File: config.mk
export PLATFORM = sky130hd
export DESIGN_NAME = job_scheduler_flat
export DESIGN_NICKNAME = d
export VERILOG_FILES = /design/src/rtl/sched_pkg.sv /design/src/rtl/job_scheduler_if.sv /design/src/rtl/rr_arbiter_2.sv /design/src/rtl/job_scheduler.sv /design/src/flat_wrapper.sv
export SDC_FILE = /design/constraint.sdc
export NUM_CORES = 1
export LEC_CHECK = 0
export CORE_MARGIN = 4
export CORE_UTILIZATION = 43
export DETAILED_ROUTE_END_ITERATION = 12
export PLACE_DENSITY = 0.87
export RECOVER_POWER = 100
export SYNTH_ARGS = -nofsm -noshare
export SYNTH_HDL_FRONTEND = slang
export SYNTH_SLANG_ARGS = --single-unit
export TNS_END_PERCENT = 5
File: constraint.sdc
create_clock -name clk -period 2 [get_ports clk]
set_input_delay 0.4 -clock clk [delete_from_list [all_inputs] [get_ports clk]]
set_output_delay 0.4 -clock clk [all_outputs]
set_load 0.02 [all_outputs]
File: src/rtl/sched_pkg.sv
// Shared types and constants for the two-requester job scheduler.
package sched_pkg;
    localparam int INSTR_W_DEF = 5;
    localparam int ADDR_W_DEF  = 8;

    // A result block is 16 words, so its base must sit on a 16-word boundary.
    localparam logic [3:0] BASE_ALIGN_MASK = 4'hF;

    typedef enum logic [2:0] {
        ST_IDLE  = 3'd0,
        ST_ISSUE = 3'd1,
        ST_WAIT  = 3'd2,
        ST_SAVE  = 3'd3,
        ST_RESP  = 3'd4
    } state_e;

    function automatic logic base_ok(input logic [3:0] base_lo);
        return (base_lo & BASE_ALIGN_MASK) == 4'h0;
    endfunction
endpackage

File: src/rtl/job_scheduler_if.sv
// Job scheduler bus: requester handshakes, responses, array control and save strobe.
interface job_scheduler_if #(
    parameter int INSTR_W = 5,
    parameter int ADDR_W  = 8,
    parameter int CNT_W   = 16
);
    logic               req0_valid, req0_ready;
    logic [INSTR_W-1:0] req0_instr;
    logic [ADDR_W-1:0]  req0_base;
    logic               req1_valid, req1_ready;
    logic [INSTR_W-1:0] req1_instr;
    logic [ADDR_W-1:0]  req1_base;
    logic               rsp0_valid, rsp0_err;
    logic               rsp1_valid, rsp1_err;
    logic               arr_start;
    logic [INSTR_W-1:0] arr_instr;
    logic               arr_done;
    logic               save_into_memory;
    logic [ADDR_W-1:0]  save_base_memory;
    logic               busy;
    logic [CNT_W-1:0]   job_count;

    modport slave (
        input  req0_valid, req0_instr, req0_base,
        input  req1_valid, req1_instr, req1_base, arr_done,
        output req0_ready, req1_ready, rsp0_valid, rsp0_err, rsp1_valid, rsp1_err,
        output arr_start, arr_instr, save_into_memory, save_base_memory, busy, job_count
    );

    modport master (
        output req0_valid, req0_instr, req0_base,
        output req1_valid, req1_instr, req1_base, arr_done,
        input  req0_ready, req1_ready, rsp0_valid, rsp0_err, rsp1_valid, rsp1_err,
        input  arr_start, arr_instr, save_into_memory, save_base_memory, busy, job_count
    );
endinterface

File: src/rtl/rr_arbiter_2.sv
// Two-way round-robin grant; ptr_i names the requester that wins a tie.
module rr_arbiter_2 (
    input  logic [1:0] req_i,
    input  logic       ptr_i,
    input  logic       en_i,
    output logic [1:0] gnt_o
);
    always_comb begin
        gnt_o = 2'b00;
        if (en_i) begin
            if (req_i == 2'b11) gnt_o[ptr_i] = 1'b1;
            else                gnt_o        = req_i;
        end
    end
endmodule

File: src/rtl/job_scheduler.sv
// Job scheduler: arbitrates two requesters onto the array, saves results, responds.
// Optional hang timeout in WAIT is enabled by defining SCHED_TIMEOUT_EN.
module job_scheduler
    import sched_pkg::*;
#(
    parameter int INSTR_W        = INSTR_W_DEF,
    parameter int ADDR_W         = ADDR_W_DEF,
    parameter int TIMEOUT_CYCLES = 1024,
    parameter int CNT_W          = 16
) (
    input  logic            clk,
    input  logic            rst,
    job_scheduler_if.slave  bus
);
    state_e             state_q, state_d;
    logic [INSTR_W-1:0] instr_q;
    logic [ADDR_W-1:0]  base_q;
    logic               owner_q, err_q, ptr_q;
    logic [CNT_W-1:0]   cnt_q;

    logic [1:0]         gnt;
    logic               accept, sel, expire;
    logic [INSTR_W-1:0] sel_instr;
    logic [ADDR_W-1:0]  sel_base;

    rr_arbiter_2 u_arb (
        .req_i ({bus.req1_valid, bus.req0_valid}),
        .ptr_i (ptr_q),
        .en_i  (state_q == ST_IDLE),
        .gnt_o (gnt)
    );

    assign accept    = |gnt;
    assign sel       = gnt[1];
    assign sel_instr = sel ? bus.req1_instr : bus.req0_instr;
    assign sel_base  = sel ? bus.req1_base  : bus.req0_base;

`ifdef SCHED_TIMEOUT_EN
    localparam int TW = $clog2(TIMEOUT_CYCLES + 1);
    logic [TW-1:0] to_q;

    // Counts WAIT cycles from 0; the last permitted WAIT cycle is TIMEOUT_CYCLES-1.
    assign expire = (state_q == ST_WAIT) && (to_q == TW'(TIMEOUT_CYCLES - 1));

    always_ff @(posedge clk or posedge rst) begin
        if (rst)                    to_q <= '0;
        else if (state_q == ST_WAIT) to_q <= to_q + 1'b1;
        else                        to_q <= '0;
    end
`else
    assign expire = 1'b0;
`endif

    always_comb begin
        state_d = state_q;
        case (state_q)
            ST_IDLE:  if (accept) state_d = base_ok(sel_base[3:0]) ? ST_ISSUE : ST_RESP;
            ST_ISSUE: state_d = ST_WAIT;
            ST_WAIT:  if (bus.arr_done) state_d = ST_SAVE;
                      else if (expire)  state_d = ST_RESP;
            ST_SAVE:  state_d = ST_RESP;
            ST_RESP:  state_d = ST_IDLE;
            default:  state_d = ST_IDLE;
        endcase
    end

    always_ff @(posedge clk or posedge rst) begin
        if (rst) begin
            state_q <= ST_IDLE;
            instr_q <= '0;
            base_q  <= '0;
            owner_q <= 1'b0;
            err_q   <= 1'b0;
            ptr_q   <= 1'b0;
            cnt_q   <= '0;
        end else begin
            state_q <= state_d;
            if (accept) begin
                instr_q <= sel_instr;
                base_q  <= sel_base;
                owner_q <= sel;
                err_q   <= ~base_ok(sel_base[3:0]);
                ptr_q   <= ~sel;
            end
            // A done in the expiry cycle takes the normal save path.
            if (expire && !bus.arr_done) err_q <= 1'b1;
            if (state_q == ST_RESP && !err_q) cnt_q <= cnt_q + 1'b1;
        end
    end

    assign bus.req0_ready       = gnt[0];
    assign bus.req1_ready       = gnt[1];
    assign bus.rsp0_valid       = (state_q == ST_RESP) && !owner_q;
    assign bus.rsp1_valid       = (state_q == ST_RESP) &&  owner_q;
    assign bus.rsp0_err         = bus.rsp0_valid && err_q;
    assign bus.rsp1_err         = bus.rsp1_valid && err_q;
    assign bus.arr_start        = (state_q == ST_ISSUE);
    assign bus.arr_instr        = (state_q inside {ST_ISSUE, ST_WAIT, ST_SAVE}) ? instr_q : '0;
    assign bus.save_into_memory = (state_q == ST_SAVE);
    assign bus.save_base_memory = (state_q == ST_SAVE) ? base_q : '0;
    assign bus.busy             = (state_q != ST_IDLE);
    assign bus.job_count        = cnt_q;
endmodule
File: src/flat_wrapper.sv
// flat-port wrapper written by rule: the top's interface ports become plain ports
module job_scheduler_flat import sched_pkg::*;
#(
    parameter int INSTR_W        = INSTR_W_DEF,
    parameter int ADDR_W         = ADDR_W_DEF,
    parameter int TIMEOUT_CYCLES = 1024,
    parameter int CNT_W          = 16
)
  (clk, rst, bus_req0_valid, bus_req0_instr, bus_req0_base, bus_req1_valid, bus_req1_instr, bus_req1_base, bus_arr_done, bus_req0_ready, bus_req1_ready, bus_rsp0_valid, bus_rsp0_err, bus_rsp1_valid, bus_rsp1_err, bus_arr_start, bus_arr_instr, bus_save_into_memory, bus_save_base_memory, bus_busy, bus_job_count);
  job_scheduler_if #(.INSTR_W(INSTR_W), .ADDR_W(ADDR_W), .CNT_W(CNT_W)) bus_i ();
  input  logic clk;
  input  logic rst;
  input wire logic [$bits(bus_i.req0_valid)-1:0] bus_req0_valid;
  input wire logic [$bits(bus_i.req0_instr)-1:0] bus_req0_instr;
  input wire logic [$bits(bus_i.req0_base)-1:0] bus_req0_base;
  input wire logic [$bits(bus_i.req1_valid)-1:0] bus_req1_valid;
  input wire logic [$bits(bus_i.req1_instr)-1:0] bus_req1_instr;
  input wire logic [$bits(bus_i.req1_base)-1:0] bus_req1_base;
  input wire logic [$bits(bus_i.arr_done)-1:0] bus_arr_done;
  output wire logic [$bits(bus_i.req0_ready)-1:0] bus_req0_ready;
  output wire logic [$bits(bus_i.req1_ready)-1:0] bus_req1_ready;
  output wire logic [$bits(bus_i.rsp0_valid)-1:0] bus_rsp0_valid;
  output wire logic [$bits(bus_i.rsp0_err)-1:0] bus_rsp0_err;
  output wire logic [$bits(bus_i.rsp1_valid)-1:0] bus_rsp1_valid;
  output wire logic [$bits(bus_i.rsp1_err)-1:0] bus_rsp1_err;
  output wire logic [$bits(bus_i.arr_start)-1:0] bus_arr_start;
  output wire logic [$bits(bus_i.arr_instr)-1:0] bus_arr_instr;
  output wire logic [$bits(bus_i.save_into_memory)-1:0] bus_save_into_memory;
  output wire logic [$bits(bus_i.save_base_memory)-1:0] bus_save_base_memory;
  output wire logic [$bits(bus_i.busy)-1:0] bus_busy;
  output wire logic [$bits(bus_i.job_count)-1:0] bus_job_count;
  assign bus_i.req0_valid = bus_req0_valid;
  assign bus_i.req0_instr = bus_req0_instr;
  assign bus_i.req0_base = bus_req0_base;
  assign bus_i.req1_valid = bus_req1_valid;
  assign bus_i.req1_instr = bus_req1_instr;
  assign bus_i.req1_base = bus_req1_base;
  assign bus_i.arr_done = bus_arr_done;
  assign bus_req0_ready = bus_i.req0_ready;
  assign bus_req1_ready = bus_i.req1_ready;
  assign bus_rsp0_valid = bus_i.rsp0_valid;
  assign bus_rsp0_err = bus_i.rsp0_err;
  assign bus_rsp1_valid = bus_i.rsp1_valid;
  assign bus_rsp1_err = bus_i.rsp1_err;
  assign bus_arr_start = bus_i.arr_start;
  assign bus_arr_instr = bus_i.arr_instr;
  assign bus_save_into_memory = bus_i.save_into_memory;
  assign bus_save_base_memory = bus_i.save_base_memory;
  assign bus_busy = bus_i.busy;
  assign bus_job_count = bus_i.job_count;
  job_scheduler #(.INSTR_W(INSTR_W), .ADDR_W(ADDR_W), .TIMEOUT_CYCLES(TIMEOUT_CYCLES), .CNT_W(CNT_W)) u_core (.clk(clk), .rst(rst), .bus(bus_i));
endmodule
==> impl_metrics.ini, run 1 <==
[status]
status = completed

[floorplan]
die_w_um = 71.9
core_sq_mm = 0.00380
die_h_um = 71.9
initial_utilization = 0.462
io_pins = 69
fp-row-count = 22
dieArea_sq_mm = 0.00517

[synth]
ys_types = 35
yosys.area_share.simple = 0.234
syn_avg_cell_area_sq_um = 10.3
ys_ff_latch = 35
ys_async_sr_fraction = 1.00
ys_seq_area_frac = 0.499
synth_top_family_by_area = simple AND/OR/NAND/NOR gates
yosysTopAreaCellShare = 0.499
synthTopCellsByCount = 35 x dfrtp_1, 17 x nand2_1, 14 x and2_1, 13 x inv_1, 12 x xnor2_1
synth_flop_cell = dfrtp_1
muxShareOfSynthArea = 0.0413
synth_edf_count = 0
synth-warning-count = 0
synth.cell_area_sq_mm = 0.00176
synth_compound_area_frac = 0.0798
synth_xor_area_frac = 0.0798
yosysTopAreaCell = dfrtp_1
yosysMostFrequentCell = dfrtp_1
yosys-top-cells-area = dfrtp_1 50%, xnor2_1 6.0%, and2_1 5.0%
synthAdderAreaFrac = 0.00712
syn_inst = 170
synth_nets = 202

[global_route]
grt_usage = 0.169
grt_overflow = 0
grt_pass1_wl_mm = 6.80
antenna_found_initial = 0
grt_max_degree = 36
grt_pass1_vias = 1505

[sta]
max_clock_freq_mhz = 518
worst_slack_ns = 0.0690
slew_violations = 0
post-route-period-util = 0.965
hold_viol = 0
fin_worst_skew_ns = 0.00638
finalSetupViolations = 0
relSlewSlack = 0.410
finalCriticalPeriod_ns = 1.93
rsz0062_at_grt = yes
max_slew.worst_pin.slew_ns = 0.884

[worst_setup_path]
r2r-end = u_core.state_q[0]
crit_type = flip-flop to primary output
path_delay_family = simple AND/OR/NAND/NOR gates
arrival_ns = 1.53
path_max_fanout = 10
max_stage_delay_ns = 0.46
worstPathRequired_ns = 1.60
cpMaxStageDelayCell = dfrtp_2
cp-end-kind = primary output
critPathBufInv = 1
r2r_slack_ns = 0.17
start_kind = flip-flop
ff2ff_path_depth = 6
regToRegStartpoint = u_core.state_q[2]
worst-path-stages = 3
worstPathCellList = and3b_2 -> and2_1 -> dlygate4sd2_1

[finish]
drive_gt1_frac = 0.109
syn_to_final_growth_pct = 48.1
nFillCells = 301
fin_nets = 280
stdcell_count = 295
antenna_cells = 0

[detailed_routing]
viasPerCell = 4.96
wl_per_cell_um = 14.0
drc = 0
wirelength_mm = 4.14
drt_first_iter_violations = 92
drtPass1Iterations = 4
vias = 1462
postRouteAntennaNets = 0

[clocking]
clock_path_buffers = 2
cts_tree = done
insertion_delay_ns = 0.28
post_cts_buffers = 0
htree_levels = 2
root_buffer = clkbuf_8
clk_pin_slew_ns = 0.07
clkSinkCount = 35
cts_buffers = 5

[place]
dp_hpwl_mm = 3.22
dp.cells = 289
port_buffers = 68
finalWeightedCongestion = 0.700
pre_cts_ws_ns = -0.0975

[hold_path]
min-delay-start = u_core.bus.job_count[15]
hold_depth = 1
hold_path_class = flip-flop to flip-flop
min_to = u_core.bus.job_count[15]

[power]
p_per_area_mw_per_mm2 = 1110
vdd_ir_drop_max_mv = 0.805
power.leakage_nw = 1.27

[run]
cap_viol_max_count = 0
## kinds of logic after synthesis
kind of cell / Yosys count
and+or+nand+nor: 70
DFF: 35
buffers and inverters: 22
AOI/OAI and AO/OA: 19
xor gates and xnor gates: 16
muxes: 7
adders and majority gates: 1
## routing by layer
metal / wire, um / up-vias / global-route usage / share of wire
met5: 0 / - / 0 / 0
met4: 65 / 0 / 0.0689 / 0.016
met3: 324 / 7 / 0.0568 / 0.078
met2: 2050 / 50 / 0.291 / 0.50
met1: 1700 / 668 / 0.192 / 0.41
li1: - / 737 / - / -
## stage by stage
stage	power (W)	hold WS (ns)	TNS, ns	area [sq um]	utilization
global placement	0.00246	0.458	-0.251	2540	0.670
floorplan	0.00192	0.442	0	1760	-
CTS	0.00292	0.475	-0.490	2590	0.683
finish	0.00288	0.473	0	2600	0.685
detailed placement	0.00251	0.467	-0.316	2540	0.670
global route	0.00308	0.514	-0.00345	2600	0.685
## final cells by class
type,instances,area (sq um),area share
Clock buffer,6,72.6,0.0279
Tap cell,48,60.1,0.0231
Sequential cell,35,878,0.338
Timing Repair Buffer,80,759,0.292
Multi-Input combinational cell,113,782,0.301
Inverter,13,48.8,0.0188
## timing repair
| item | in CTS | in global routing |
|---|---|---|
| setup endpoints to repair | 22 | 7 |
| resized for setup | 23 | 6 |
| pin swaps | 1 | 0 |
| hold buffers | 0 | 0 |
## report_power, final
| group | switching, W | internal (W) | total (W) |
|---|---|---|---|
| combinational | 0.000677 | 0.000650 | 0.00133 |
| clock | 0.000225 | 0.000232 | 0.000457 |
| sequential | 0.000170 | 0.000931 | 0.00110 |
| total | 0.00107 | 0.00181 | 0.00288 |
## state kept, by name, indices dropped and copies added (netlist names)
name                  flops
u_core.base_q             8
u_core.owner_q            1
u_core.state_q            3
u_core.instr_q            5
u_core.bus.job_count     16
u_core.ptr_q              1
u_core.err_q              1
## cell usage in the layout, fill, tap and decap left out, types with 6 or more instances in the layout
cell             count
nand4_1              6
inv_1               13
and2_1              14
nand2_1             17
buf_4                9
dfrtp_1             33
clkdlybuf4s50_1     45
dlygate4sd2_1       18
xnor2_1             12
o21ai_0              6
nor2_1               9
a222oi_1             8
## worst max path at each step
stage | endpoint | slack [ns] | from
floorplan | bus_save_base_memory[0] | 0.27 | u_core.state_q[2]
global placement | bus_req1_ready | -0.09 | bus_req0_valid
detailed placement | bus_req1_ready | -0.1 | bus_req0_valid
CTS | bus_arr_instr[2] | -0.25 | u_core.state_q[2]
global route | bus_save_base_memory[4] | -0.003 | u_core.state_q[1]
finish | bus_save_base_memory[1] | 0.07 | u_core.state_q[1]
(Power assumes the default switching activity.)
==> run 2: changes to the inputs <==
--- a/config.mk
+++ b/config.mk
@@ -8,9 +8,9 @@
 export CORE_MARGIN = 4
 export CORE_UTILIZATION = 43
 export DETAILED_ROUTE_END_ITERATION = 12
+export HOLD_SLACK_MARGIN = 0.1
 export PLACE_DENSITY = 0.87
 export RECOVER_POWER = 100
 export SYNTH_ARGS = -nofsm -noshare
 export SYNTH_HDL_FRONTEND = slang
 export SYNTH_SLANG_ARGS = --single-unit
-export TNS_END_PERCENT = 5
==> run 2 against run 1 <==
Net effect: clock-buffer cell count unchanged; non-clock buffer count rose by 3; first-iteration DRC count is 13% higher; core utilization shrank 0.99 points; total power fell by 1.5%; wire length up 1.2%; fmax up 1.8%; largest cell class unchanged; largest power group unchanged; highest routed layer unchanged.
==> impl_metrics.ini, run 2 (same netlist as run 1, synthesis figures left out) <==
[clocking]
htree_levels = 2
root_buffer = clkbuf_8
clock_path_buffers = 2
cts_buffers = 5
cts_tree = done
ctsHoldBuffers = 0
clk_pin_slew_ns = 0.06
insertion_delay_ns = 0.28
clkSinkCount = 35

[sta]
hold-worst-slack_ns = 0.468
slew_violations = 0
post-route-period-util = 0.948
max_clock_freq_mhz = 527
max_slew.worst_pin.slew_ns = 0.885
relSlewSlack = 0.410
final.setup.tns_ns = 0
finalCriticalPeriod_ns = 1.90
finalSetupViolations = 0
rsz0062_at_grt = no
hold_viol = 0
fin_worst_skew_ns = 0.00838

[finish]
final-seq-area_sq_um = 878
largest_reg_flops = 16
finalInstanceArea_sq_mm = 0.00256
nFillCells = 305
multi_input_area_sq_um = 763
utilization = 0.675
mostFrequentLayoutCell = dfrtp_1
final_cell_mix = 33 x dfrtp_1, 29 x clkdlybuf4s50_1, 17 x nand2_1, 17 x dlygate4sd3_1, 15 x dlygate4sd2_1
syn_to_final_growth_pct = 45.9
fin_nets = 283
drive_gt1_frac = 0.108
antenna_cells = 0

[worst_setup_path]
crit_type = flip-flop to primary output
r2r-end = u_core.bus.job_count[12]
r2r_slack_ns = 0.15
cp-end-kind = primary output
worstPathCellList = buf_4 -> nor2_2 -> and2_1 -> dlygate4sd2_1
max_stage_delay_ns = 0.39
start_kind = flip-flop
worstPathRequired_ns = 1.60
regToRegStartpoint = u_core.state_q[1]
path_delay_family = buffers and inverters
critPathBufInv = 2
path_max_fanout = 5
arrival_ns = 1.50
cpMaxStageDelayCell = dfrtp_1
worst-path-stages = 4
ff2ff_path_depth = 5

[floorplan]
fp-row-count = 22
die_w_um = 71.9
core_sq_mm = 0.00380
initial_utilization = 0.462
io_pins = 69
die_h_um = 71.9
dieArea_sq_mm = 0.00517

[hold_path]
hold_path_class = flip-flop to flip-flop
hold_depth = 1
min_to = u_core.bus.job_count[15]
min-delay-start = u_core.bus.job_count[15]

[run]
cap_viol_max_count = 0

[detailed_routing]
drt_first_iter_violations = 104
wirelength_mm = 4.19
viasPerCell = 5.01
drtPass1Iterations = 7
drc = 0
wl_per_cell_um = 14.1
postRouteAntennaNets = 0
vias = 1493

[global_route]
grt_pass1_wl_mm = 6.99
grt_max_degree = 36
grt_usage = 0.175
antenna_found_initial = 0
grt_pass1_vias = 1544
grt_overflow = 0

[power]
power_w = 0.00284
power.leakage_nw = 1.27
p_per_area_mw_per_mm2 = 1110
vdd_ir_drop_max_mv = 0.901

[place]
dpl_cell_area_sq_mm = 0.00254
finalWeightedCongestion = 0.700
dp_hpwl_mm = 3.22
port_buffers = 68

[status]
status = completed
[run 2: changes by cell type in the layout (fill, tap and decap cells not counted), sizes merged]
cell / change
dlymetal6s2s: -2
clkdlybuf4s50: -16
dlygate4sd3: +16
dlygate4sd2: -3
clkbuf: +8
[run 2: worst max path at each step]
stage                           start                 endpoint
detailed placement     bus_req0_valid           bus_req1_ready
global route        u_core.state_q[2]           bus_req1_ready
CTS                 u_core.state_q[1]  bus_save_base_memory[1]
finish              u_core.state_q[2]         bus_arr_instr[3]
global placement       bus_req0_valid           bus_req1_ready
floorplan           u_core.state_q[2]  bus_save_base_memory[0]
[run 2: routing by layer]
layer / global-route usage / routed length, um
met1: 0.196 / 1660
met5: 0 / 0
met4: 0.0689 / 64
met3: 0.0596 / 345
met2: 0.305 / 2130
[run 2: report_power, final]
| part | internal, W | switching, W | leakage [nW] |
|---|---|---|---|
| Combinational | 0.000616 | 0.000677 | 0.782 |
| Sequential | 0.000931 | 0.000161 | 0.449 |
| Clock | 0.000232 | 0.000225 | 0.0371 |
[run 2: stage by stage]
| step | setup WS [ns] | std cells |
|---|---|---|
| global placement | -0.0919 | 289 |
| global route | 0.000221 | 298 |
| detailed placement | -0.0975 | 289 |
| finish | 0.103 | 298 |
| floorplan | 0.270 | 170 |
| CTS | 0.00124 | 297 |
[run 2: layout make-up]
type	count	share of cell area
repair buffers	83	0.289
clock buffers	6	0.0283
multi-input cells	113	0.298
flip-flops and latches	35	0.343
well taps	48	0.0234
inverters	13	0.0190
[run 2: what timing repair did]
action	4_1_cts	5_1_grt
resized for setup	32	8
setup endpoints to repair	22	12
buffers inserted	2	1
pin swaps	1	0
[run 2: worst register-to-register path, delay by kind of cell, from the launching register on]
family / cells / cell delay [ns]
AND/OR/NAND/NOR: 3 / 0.96
flip-flops: 1 / 0.45
buffers and inverters: 1 / 0.16
XOR/XNOR: 1 / 0.16
==> run 3: changes to the inputs <==
--- a/config.mk
+++ b/config.mk
@@ -5,7 +5,8 @@
 export SDC_FILE = /design/constraint.sdc
 export NUM_CORES = 1
 export LEC_CHECK = 0
-export CORE_MARGIN = 4
+export CORE_ASPECT_RATIO = 1.25
+export CORE_MARGIN = 2
 export CORE_UTILIZATION = 43
 export DETAILED_ROUTE_END_ITERATION = 12
 export HOLD_SLACK_MARGIN = 0.1
==> run 3 against run 2 <==
Net effect: worst setup slack got worse by 0.030 ns; core utilization fell by 2.7 points; global-route usage rose by 0.88 points; critical path type unchanged; via count rose by 0.13%; total power fell by 1.9%; clock-buffer cell count rose by 1.
==> impl_metrics.ini, run 3 (same netlist as run 1, synthesis figures left out) <==
[worst_setup_path]
worstPathRequired_ns = 1.60
worstPathCellList = and3b_1 -> buf_4 -> and2_1 -> clkdlybuf4s15_1
start_kind = flip-flop
cp-end-kind = primary output
regToRegStartpoint = u_core.state_q[0]
path_delay_family = flip-flops
ff2ff_path_depth = 5
arrival_ns = 1.53
crit_type = flip-flop to primary output
max_stage_delay_ns = 0.45
r2r_slack_ns = 0.14
path_max_fanout = 6
critPathLaunch = u_core.state_q[0]
critPathBufInv = 2
r2r-end = u_core.bus.job_count[12]
cpMaxStageDelayCell = dfrtp_2

[place]
dp_hpwl_mm = 3.05
dpl_cell_area_sq_mm = 0.00256
port_buffers = 68
finalWeightedCongestion = 0.796

[sta]
final.setup.tns_ns = 0
max_clock_freq_mhz = 519
hold-worst-slack_ns = 0.462
hold_viol = 0
finalCriticalPeriod_ns = 1.93
fin_worst_skew_ns = 0.00356
rsz0062_at_grt = no
finalSetupViolations = 0
slew_violations = 0
max_slew.worst_pin.slew_ns = 0.845
post-route-period-util = 0.964
relSlewSlack = 0.436

[floorplan]
die_h_um = 75.5
fp-row-count = 26
core_sq_mm = 0.00400
dieArea_sq_mm = 0.00462
die_w_um = 61.2
io_pins = 69
initial_utilization = 0.439

[global_route]
grt_max_degree = 36
grt_pass1_wl_mm = 6.11
grt_overflow = 0
grt_pass1_vias = 1460
grt_usage = 0.184
antenna_found_initial = 0

[detailed_routing]
drtPass1Iterations = 4
wl_per_cell_um = 12.5
postRouteAntennaNets = 0
vias = 1495
wirelength_mm = 3.85
drt_first_iter_violations = 105
drc = 0
viasPerCell = 4.87

[power]
p_per_area_mw_per_mm2 = 1070
vdd_ir_drop_max_mv = 0.806
power.leakage_nw = 1.27

[finish]
final_cell_mix = 33 x dfrtp_1, 29 x clkdlybuf4s50_1, 17 x nand2_1, 17 x dlygate4sd3_1, 13 x inv_1
drive_gt1_frac = 0.104
nFillCells = 345
antenna_cells = 0
fin_nets = 282
largest_reg_flops = 16
finalInstanceArea_sq_mm = 0.00259
mostFrequentLayoutCell = dfrtp_1
syn_to_final_growth_pct = 47.6

[hold_path]
min-delay-start = u_core.bus.job_count[15]
hold_path_class = flip-flop to flip-flop
hold_depth = 1
min_to = u_core.bus.job_count[15]

[clocking]
insertion_delay_ns = 0.28
htree_levels = 2
clock_path_buffers = 2
ctsHoldBuffers = 0
root_buffer = clkbuf_8
clk_pin_slew_ns = 0.07
cts_tree = done
clkSinkCount = 35
cts_buffers = 5

[status]
status = completed

[run]
cap_viol_max_count = 0
==> run 3: cell types whose count changed in the layout (fill, tap and decap cells not counted), sizes merged <==
cell	delta
clkinv	+1
clkbuf	-5
clkdlybuf4s15	+8
dlygate4sd2	-3
==> run 3: worst max path at each step <==
stage	slack, ns	cells past startpoint	end
after floorplan	0.27	4	bus_save_base_memory[0]
after detailed placement	-0.10	4	bus_req1_ready
final	0.07	4	bus_save_base_memory[1]
after CTS	0.02	4	bus_save_base_memory[1]
after global routing	0.0006	4	bus_arr_instr[4]
after global placement	-0.09	4	bus_req1_ready
==> run 3: final cells by class <==
type	count	area (sq um)	share of cell area
clock buffer	7	76.3	0.0294
timing repair buffer	82	758	0.292
clock inverter	1	5.00	0.00193
sequential	35	878	0.339
inverter	13	48.8	0.0188
tap	56	70.1	0.0270
multi-input combinational	113	757	0.292
==> run 3: repair_timing <==
| action | CTS | global route |
|---|---|---|
| pin swaps | 0 | 0 |
| buffers inserted | 0 | 1 |
| setup endpoints to repair | 22 | 17 |
| resized for setup | 25 | 11 |
==> run 3: metrics by stage <==
stage	utilization	setup WS, ns	power (W)	std cells
final	0.648	0.0729	0.00279	307
after global routing	0.648	0.000560	0.00301	307
after CTS	0.655	0.0175	0.00291	306
after detailed placement	0.640	-0.103	0.00249	298
after global placement	0.640	-0.0883	0.00244	298
after floorplan	-	0.270	0.00192	170
==> run 3: routing by layer <==
layer / global-route usage / routed length (um)
met1: 0.187 / 1460
met2: 0.327 / 2080
met3: 0.0611 / 242
met4: 0.0942 / 65
met5: 0 / 0
==> run 3: where the power goes <==
group	total (W)	switching (W)	internal (W)	leakage, nW
clock	0.000474	0.000230	0.000244	0.0422
combinational	0.00123	0.000661	0.000567	0.779
sequential	0.00109	0.000155	0.000930	0.449
total	0.00279	0.00105	0.00174	1.27
